File: src/rtl/mem_stage_access_unit.sv
// Memory-stage access unit: width-aware load/store over a req/ack memory port, plus branch/jump/jr redirect.
// Latency: 3 cycles minimum per access (IDLE detect, REQ, DONE); +1 per extra ack-wait cycle; redirect is combinational.
// Backpressure: Stall holds IF..EX/MEM from an aligned access request until DONE; REQ aborts after TIMEOUT cycles without MemAck.
module mem_stage_access_unit #(
    parameter int unsigned TIMEOUT = 255
) (
    input  logic        Clk,
    input  logic        Reset,
    input  logic        MemRead,
    input  logic        MemWrite,
    input  logic [1:0]  DataMemChoice,
    input  logic [1:0]  RegisterLoadChoice,
    input  logic [31:0] ALUResult,
    input  logic [31:0] ReadData2,
    input  logic        Branch,
    input  logic        Zero,
    input  logic        Jump,
    input  logic        Jr,
    input  logic [31:0] BranchTargetAddress,
    input  logic [31:0] JumpTargetAddress,
    output logic        MemReq,
    output logic        MemWe,
    output logic [31:0] MemAddr,
    output logic [31:0] MemWData,
    output logic [3:0]  MemByteEn,
    input  logic        MemAck,
    input  logic [31:0] MemRData,
    output logic        Stall,
    output logic [31:0] LoadData,
    output logic        LoadValid,
    output logic        AlignErr,
    output logic        BusErr,
    output logic        Taken,
    output logic [31:0] TakenTarget
);

    localparam logic [1:0] IDLE = 2'd0;
    localparam logic [1:0] REQ  = 2'd1;
    localparam logic [1:0] DONE = 2'd2;

    // Last REQ cycle index before the access is abandoned.
    localparam logic [7:0] TOUT_LAST = 8'(TIMEOUT - 1);

    logic [1:0]  state;
    logic [7:0]  toutCnt;
    logic [1:0]  accWidth;
    logic        accZext;
    logic [1:0]  accLo;

    logic        isAccess;
    logic        isHalf;
    logic        isByte;
    logic        misaligned;
    logic [31:0] storeData;
    logic [3:0]  storeBe;
    logic [7:0]  loadByte;
    logic [15:0] loadHalf;
    logic [31:0] extData;

    // Decode the incoming request: alignment check and lane-replicated store data/enables.
    always_comb begin
        isAccess   = MemRead | MemWrite;
        isHalf     = (DataMemChoice == 2'b01);
        isByte     = (DataMemChoice == 2'b10);
        misaligned = (isHalf & ALUResult[0]) |
                     (!isHalf & !isByte & (ALUResult[1:0] != 2'b00));
        storeData  = ReadData2;
        storeBe    = 4'b1111;
        if (isByte) begin
            storeData = {4{ReadData2[7:0]}};
            storeBe   = 4'b0001 << ALUResult[1:0];
        end else if (isHalf) begin
            storeData = {2{ReadData2[15:0]}};
            storeBe   = ALUResult[1] ? 4'b1100 : 4'b0011;
        end
    end

    // Pick the addressed byte/half from the returned word and extend it.
    always_comb begin
        case (accLo)
            2'b01:   loadByte = MemRData[15:8];
            2'b10:   loadByte = MemRData[23:16];
            2'b11:   loadByte = MemRData[31:24];
            default: loadByte = MemRData[7:0];
        endcase
        loadHalf = accLo[1] ? MemRData[31:16] : MemRData[15:0];
        case (accWidth)
            2'b10:   extData = accZext ? {24'b0, loadByte} : {{24{loadByte[7]}}, loadByte};
            2'b01:   extData = accZext ? {16'b0, loadHalf} : {{16{loadHalf[15]}}, loadHalf};
            default: extData = MemRData;
        endcase
    end

    // Access FSM with registered memory-port fields, load result and status pulses.
    always_ff @(posedge Clk or posedge Reset) begin
        if (Reset) begin
            state     <= IDLE;
            toutCnt   <= 8'd0;
            accWidth  <= 2'b00;
            accZext   <= 1'b0;
            accLo     <= 2'b00;
            MemWe     <= 1'b0;
            MemAddr   <= 32'd0;
            MemWData  <= 32'd0;
            MemByteEn <= 4'd0;
            LoadData  <= 32'd0;
            LoadValid <= 1'b0;
            AlignErr  <= 1'b0;
            BusErr    <= 1'b0;
        end else begin
            LoadValid <= 1'b0;
            AlignErr  <= 1'b0;
            BusErr    <= 1'b0;
            case (state)
                IDLE: begin
                    if (isAccess) begin
                        if (misaligned) begin
                            AlignErr <= 1'b1;
                        end else begin
                            MemAddr   <= {ALUResult[31:2], 2'b00};
                            MemWData  <= storeData;
                            MemByteEn <= storeBe;
                            MemWe     <= MemWrite;
                            accWidth  <= DataMemChoice;
                            accZext   <= |RegisterLoadChoice;
                            accLo     <= ALUResult[1:0];
                            toutCnt   <= 8'd0;
                            state     <= REQ;
                        end
                    end
                end
                REQ: begin
                    if (MemAck) begin
                        LoadData  <= extData;
                        LoadValid <= !MemWe;
                        state     <= DONE;
                    end else if (toutCnt == TOUT_LAST) begin
                        LoadData  <= 32'd0;
                        LoadValid <= !MemWe;
                        BusErr    <= 1'b1;
                        state     <= DONE;
                    end else begin
                        toutCnt <= toutCnt + 8'd1;
                    end
                end
                DONE:    state <= IDLE;
                default: state <= IDLE;
            endcase
        end
    end

    // Request/stall and redirect outputs; forced low while Reset is held.
    always_comb begin
        MemReq      = (state == REQ);
        Stall       = !Reset & (((state == IDLE) & isAccess & !misaligned) | (state == REQ));
        Taken       = !Reset & (Jr | Jump | (Branch & Zero));
        TakenTarget = 32'd0;
        if (!Reset) begin
            TakenTarget = (Jr | Jump) ? JumpTargetAddress : BranchTargetAddress;
        end
    end

endmodule

File: config.mk
export PLATFORM = sky130hd
export DESIGN_NAME = mem_stage_access_unit
export DESIGN_NICKNAME = d
export VERILOG_FILES = /design/src/rtl/mem_stage_access_unit.sv
export SDC_FILE = /design/constraint.sdc
export NUM_CORES = 1
export LEC_CHECK = 0
export CAP_MARGIN = 20
export CORE_ASPECT_RATIO = 0.75
export CORE_MARGIN = 2
export CORE_UTILIZATION = 43
export DETAILED_ROUTE_END_ITERATION = 16
export PLACE_DENSITY = 0.87
export SLEW_MARGIN = 30
export SYNTH_ARGS = -nofsm -noshare
export SYNTH_HDL_FRONTEND = slang
export SYNTH_SLANG_ARGS = --single-unit
File: constraint.sdc
create_clock -name Clk -period 9.3 [get_ports Clk]
set_input_delay 2.325 -clock Clk [delete_from_list [all_inputs] [get_ports Clk]]
set_output_delay 2.325 -clock Clk [all_outputs]
set_load 0.02 [all_outputs]
==> results.yml <==
run_status:
  outcome: "finished clean"
final_layout:
  syn_to_final_growth_pct: 65.91
  n_fill_cell: 917
  finalNetCount: 1046
  antennaDiodeCount: 0
  stdcell_area_um2: 9719
  mostFrequentLayoutCells: "sky130_fd_sc_hd__clkdlybuf4s50_1, sky130_fd_sc_hd__dfrtp_1, sky130_fd_sc_hd__nand2_1, sky130_fd_sc_hd__a21oi_1, sky130_fd_sc_hd__mux2_2"
  drive_above_1_share: 0.1170
  final_common_cell: "sky130_fd_sc_hd__clkdlybuf4s50_1"
critical_path:
  critPathArrivalTime_ns: 4.78
  path_cells: "clkdlybuf4s50_1 -> inv_1 -> ha_1 -> o21ai_1 -> nand2_1 -> nor2_1 -> o21a_1 -> clkdlybuf4s50_1"
  setup.worst_path.class: "in -> out"
  critical_path_required_ns: 6.98
  critical_path.most_common_cell: "sky130_fd_sc_hd__clkdlybuf4s50_1"
  critical_path.max_fanout: 10
  cp_slowest_cell: "sky130_fd_sc_hd__clkdlybuf4s50_1"
  r2r_end: "LoadData[23]$_DFFE_PP0P_"
  cp.buffers_inverters: 3
  critPathTopFamily: "buffers and inverters"
  critical-path-max-stage-delay_ns: 0.61
  setup.worst_path.end_class: "output pin"
  worst-r2r-setup-slack_ns: 6.57
  reg2reg_from: "accWidth[0]$_DFFE_PP0P_"
  startpoint_type: "primary input"
  timing.reg2reg.worst_path_depth: 5
floorplan:
  pin_count: 312
  dieWidth_um: 138.8
  floorplan.die_area_um2: 14580
  rows: 36
  die_height_um: 105.1
  initial_utilization: 0.4454
  core_ar_um2: 13150
drt:
  wirelength_mm: 21.81
  via_per_inst: 5.493
  drc_errors: 0
  route.antenna.remaining_nets: 0
  route.detailed.wl_per_inst_um: 20.75
  first_iter_violations: 477
  detail_route.first_pass.iterations: 5
  vias: 5773
logic_synthesis:
  synthArstFlopShare: 1.000
  post_synth.cell_area_avg_um2: 10.24
  synth-edff-count: 0
  synth.cell_area_um2: 5858
  synth_flop_cell: "sky130_fd_sc_hd__dfrtp_1"
  synth_warnings: 0
  postSynthRegisterBits: 117
  post_synth_inst_count: 572
  post_synth_num_cell_types: 39
  synth-seq-area-share: 0.4998
sta:
  rsz0062_at_grt: "false"
  achievable-frequency_ghz: 0.1406
  worstMarginPinSlew_ns: 0.7619
  setup_violations: 0
  slew_headroom: 0.4915
  finalCriticalPeriod_ns: 7.110
  final-max-slew-violation-count: 0
  final.setup.tns_ns: 0
  hold_viol: 0
  finClkSkew_ns: 0.006042
  final_min_period_over_clock_period: 0.7645
hold_path:
  timing.hold.worst.start: "MemByteEn[3]$_DFFE_PP0P_"
  worstHoldEndpoint: "MemByteEn[3]$_DFFE_PP0P_"
  worst_hold_path.num_cells: 2
  min-delay-path-class: "reg -> reg"
placed_design:
  global_placement_routability_congestion: 1.033
  post_dp_cell_area_um2: 9054
  count_of_buffers_inserted_at_the_top_level_ports: 309
  dp_hpwl_mm: 16.38
clock_network:
  postCtsSetupRepairBufs: 0
  cts.clk_slew.worst_paths_ns: 0.05
  post_cts.resized_instances: 0
  clock_sink_count: 117
  cts_htree_levels: 4
  cts-root-to-sink-buffers: 2
  insertion_delay_ns: 0.41
  tritoncts_buffer_count: 17
  cts_tree: "built"
  hold_buffers: 0
  ctsRootBufferMaster: "sky130_fd_sc_hd__clkbuf_16"
global_routing:
  pin_count_of_the_biggest_net_entering_global_routing: 101
  grt_overflow: 0
  antenna_found_initial: 0
  grt_pass1_wl_mm: 33.81
  grt_util_all_layers: 0.2985
  grt_pass1_vias: 5838
pwr:
  p_leak_nw: 4.071
  vdd_ir_drop_max_mv: 0.2267
  finalPower_w: 0.003047
  power_dens_cells_nw_per_um2: 313.5
run:
  max-cap-violations: 0
## final cells by class
type,count,area [µm²],share of cell area
timing repair buffer,317,3157,0.3248
sequential,117,2929,0.3014
multi-input combinational,403,2725,0.2804
clock buffer,21,480.5,0.04943
tap,171,214.0,0.02201
clock inverter,11,170.2,0.01751
inverter,11,43.79,0.004506
## worst min-delay path, stage by stage, from the launching register on
cell,delay [ns]
sky130_fd_sc_hd__dfrtp_1,0.33
sky130_fd_sc_hd__nand2_1,0.05
sky130_fd_sc_hd__o21ai_0,0.06
## power by group
group / leakage [nW] / internal, W / switching, W
Clock: 0.312 / 0.000478 / 0.000239
Sequential: 1.44 / 0.000736 / 0.000158
Combinational: 2.31 / 0.000697 / 0.000738
## logic make-up (layout without fill, tap and decap cells)
| group | after synthesis | count (layout) | synth area share |
|---|---|---|---|
| muxes | 80 | 80 | 0.1461 |
| other | 1 | 2 | 0.0006401 |
| DFF | 117 | 117 | 0.4998 |
| AOI/OAI and AO/OA | 148 | 148 | 0.1771 |
| adders and majority gates | 6 | 6 | 0.01281 |
| xor gates and xnor gates | 1 | 1 | 0.001495 |
| and+or+nand+nor | 166 | 166 | 0.1226 |
| buffers and inverters | 53 | 360 | 0.03951 |
## per-stage QoR
step,util,hold slack (ns),setup slack [ns],cells
floorplan,-,0.4753,1.636,573
global placement,0.6882,0.4614,2.228,1018
detailed placement,0.6884,0.4702,2.217,1018
CTS,0.7378,0.4828,2.203,1050
global route,0.7390,0.4968,1.932,1051
finish,0.7390,0.4763,2.190,1051
## layer usage
| metal | GRT usage | vias to the layer above | wire length (µm) |
|---|---|---|---|
| li1 | - | 2638 | - |
| met1 | 0.3709 | 2804 | 8734 |
| met2 | 0.4982 | 294 | 10710 |
| met3 | 0.08891 | 37 | 1817 |
| met4 | 0.1032 | 0 | 542 |
| met5 | 0 | - | 0 |
## state kept, by name, indices dropped and copies added (netlist names)
name,flops
AlignErr,1
BusErr,1
LoadData,32
LoadValid,1
MemAddr,30
MemByteEn,4
MemWData,32
MemWe,1
accLo,2
accWidth,2
accZext,1
state,2
toutCnt,8
## how the worst max path moves through the flow
stage | start | endpoint | cells past startpoint
finish | DataMemChoice[1] | Stall | 8
floorplan | Reset | Stall | 3
global placement | DataMemChoice[1] | Stall | 8
detailed placement | DataMemChoice[1] | Stall | 8
global route | DataMemChoice[1] | Stall | 8
CTS | DataMemChoice[1] | Stall | 8
## cell usage after synthesis (all sizes together) (3+ instances only)
cell      n  share of area
a32o     15          0.026
and2      4         0.0043
dfrtp   117           0.50
inv      11         0.0070
buf      12          0.013
nand2   110          0.070
nand3     6         0.0051
o21ai    42          0.036
mux2     41          0.079
mux2i    39          0.067
o221ai   14          0.021
nand2b   17          0.018
nand4     3         0.0032
clkbuf   30          0.019
a21oi    51          0.044
a221o    17          0.031
ha        6          0.013
nor2     19          0.012
No activity file was read; power rests on OpenSTA's default activity.
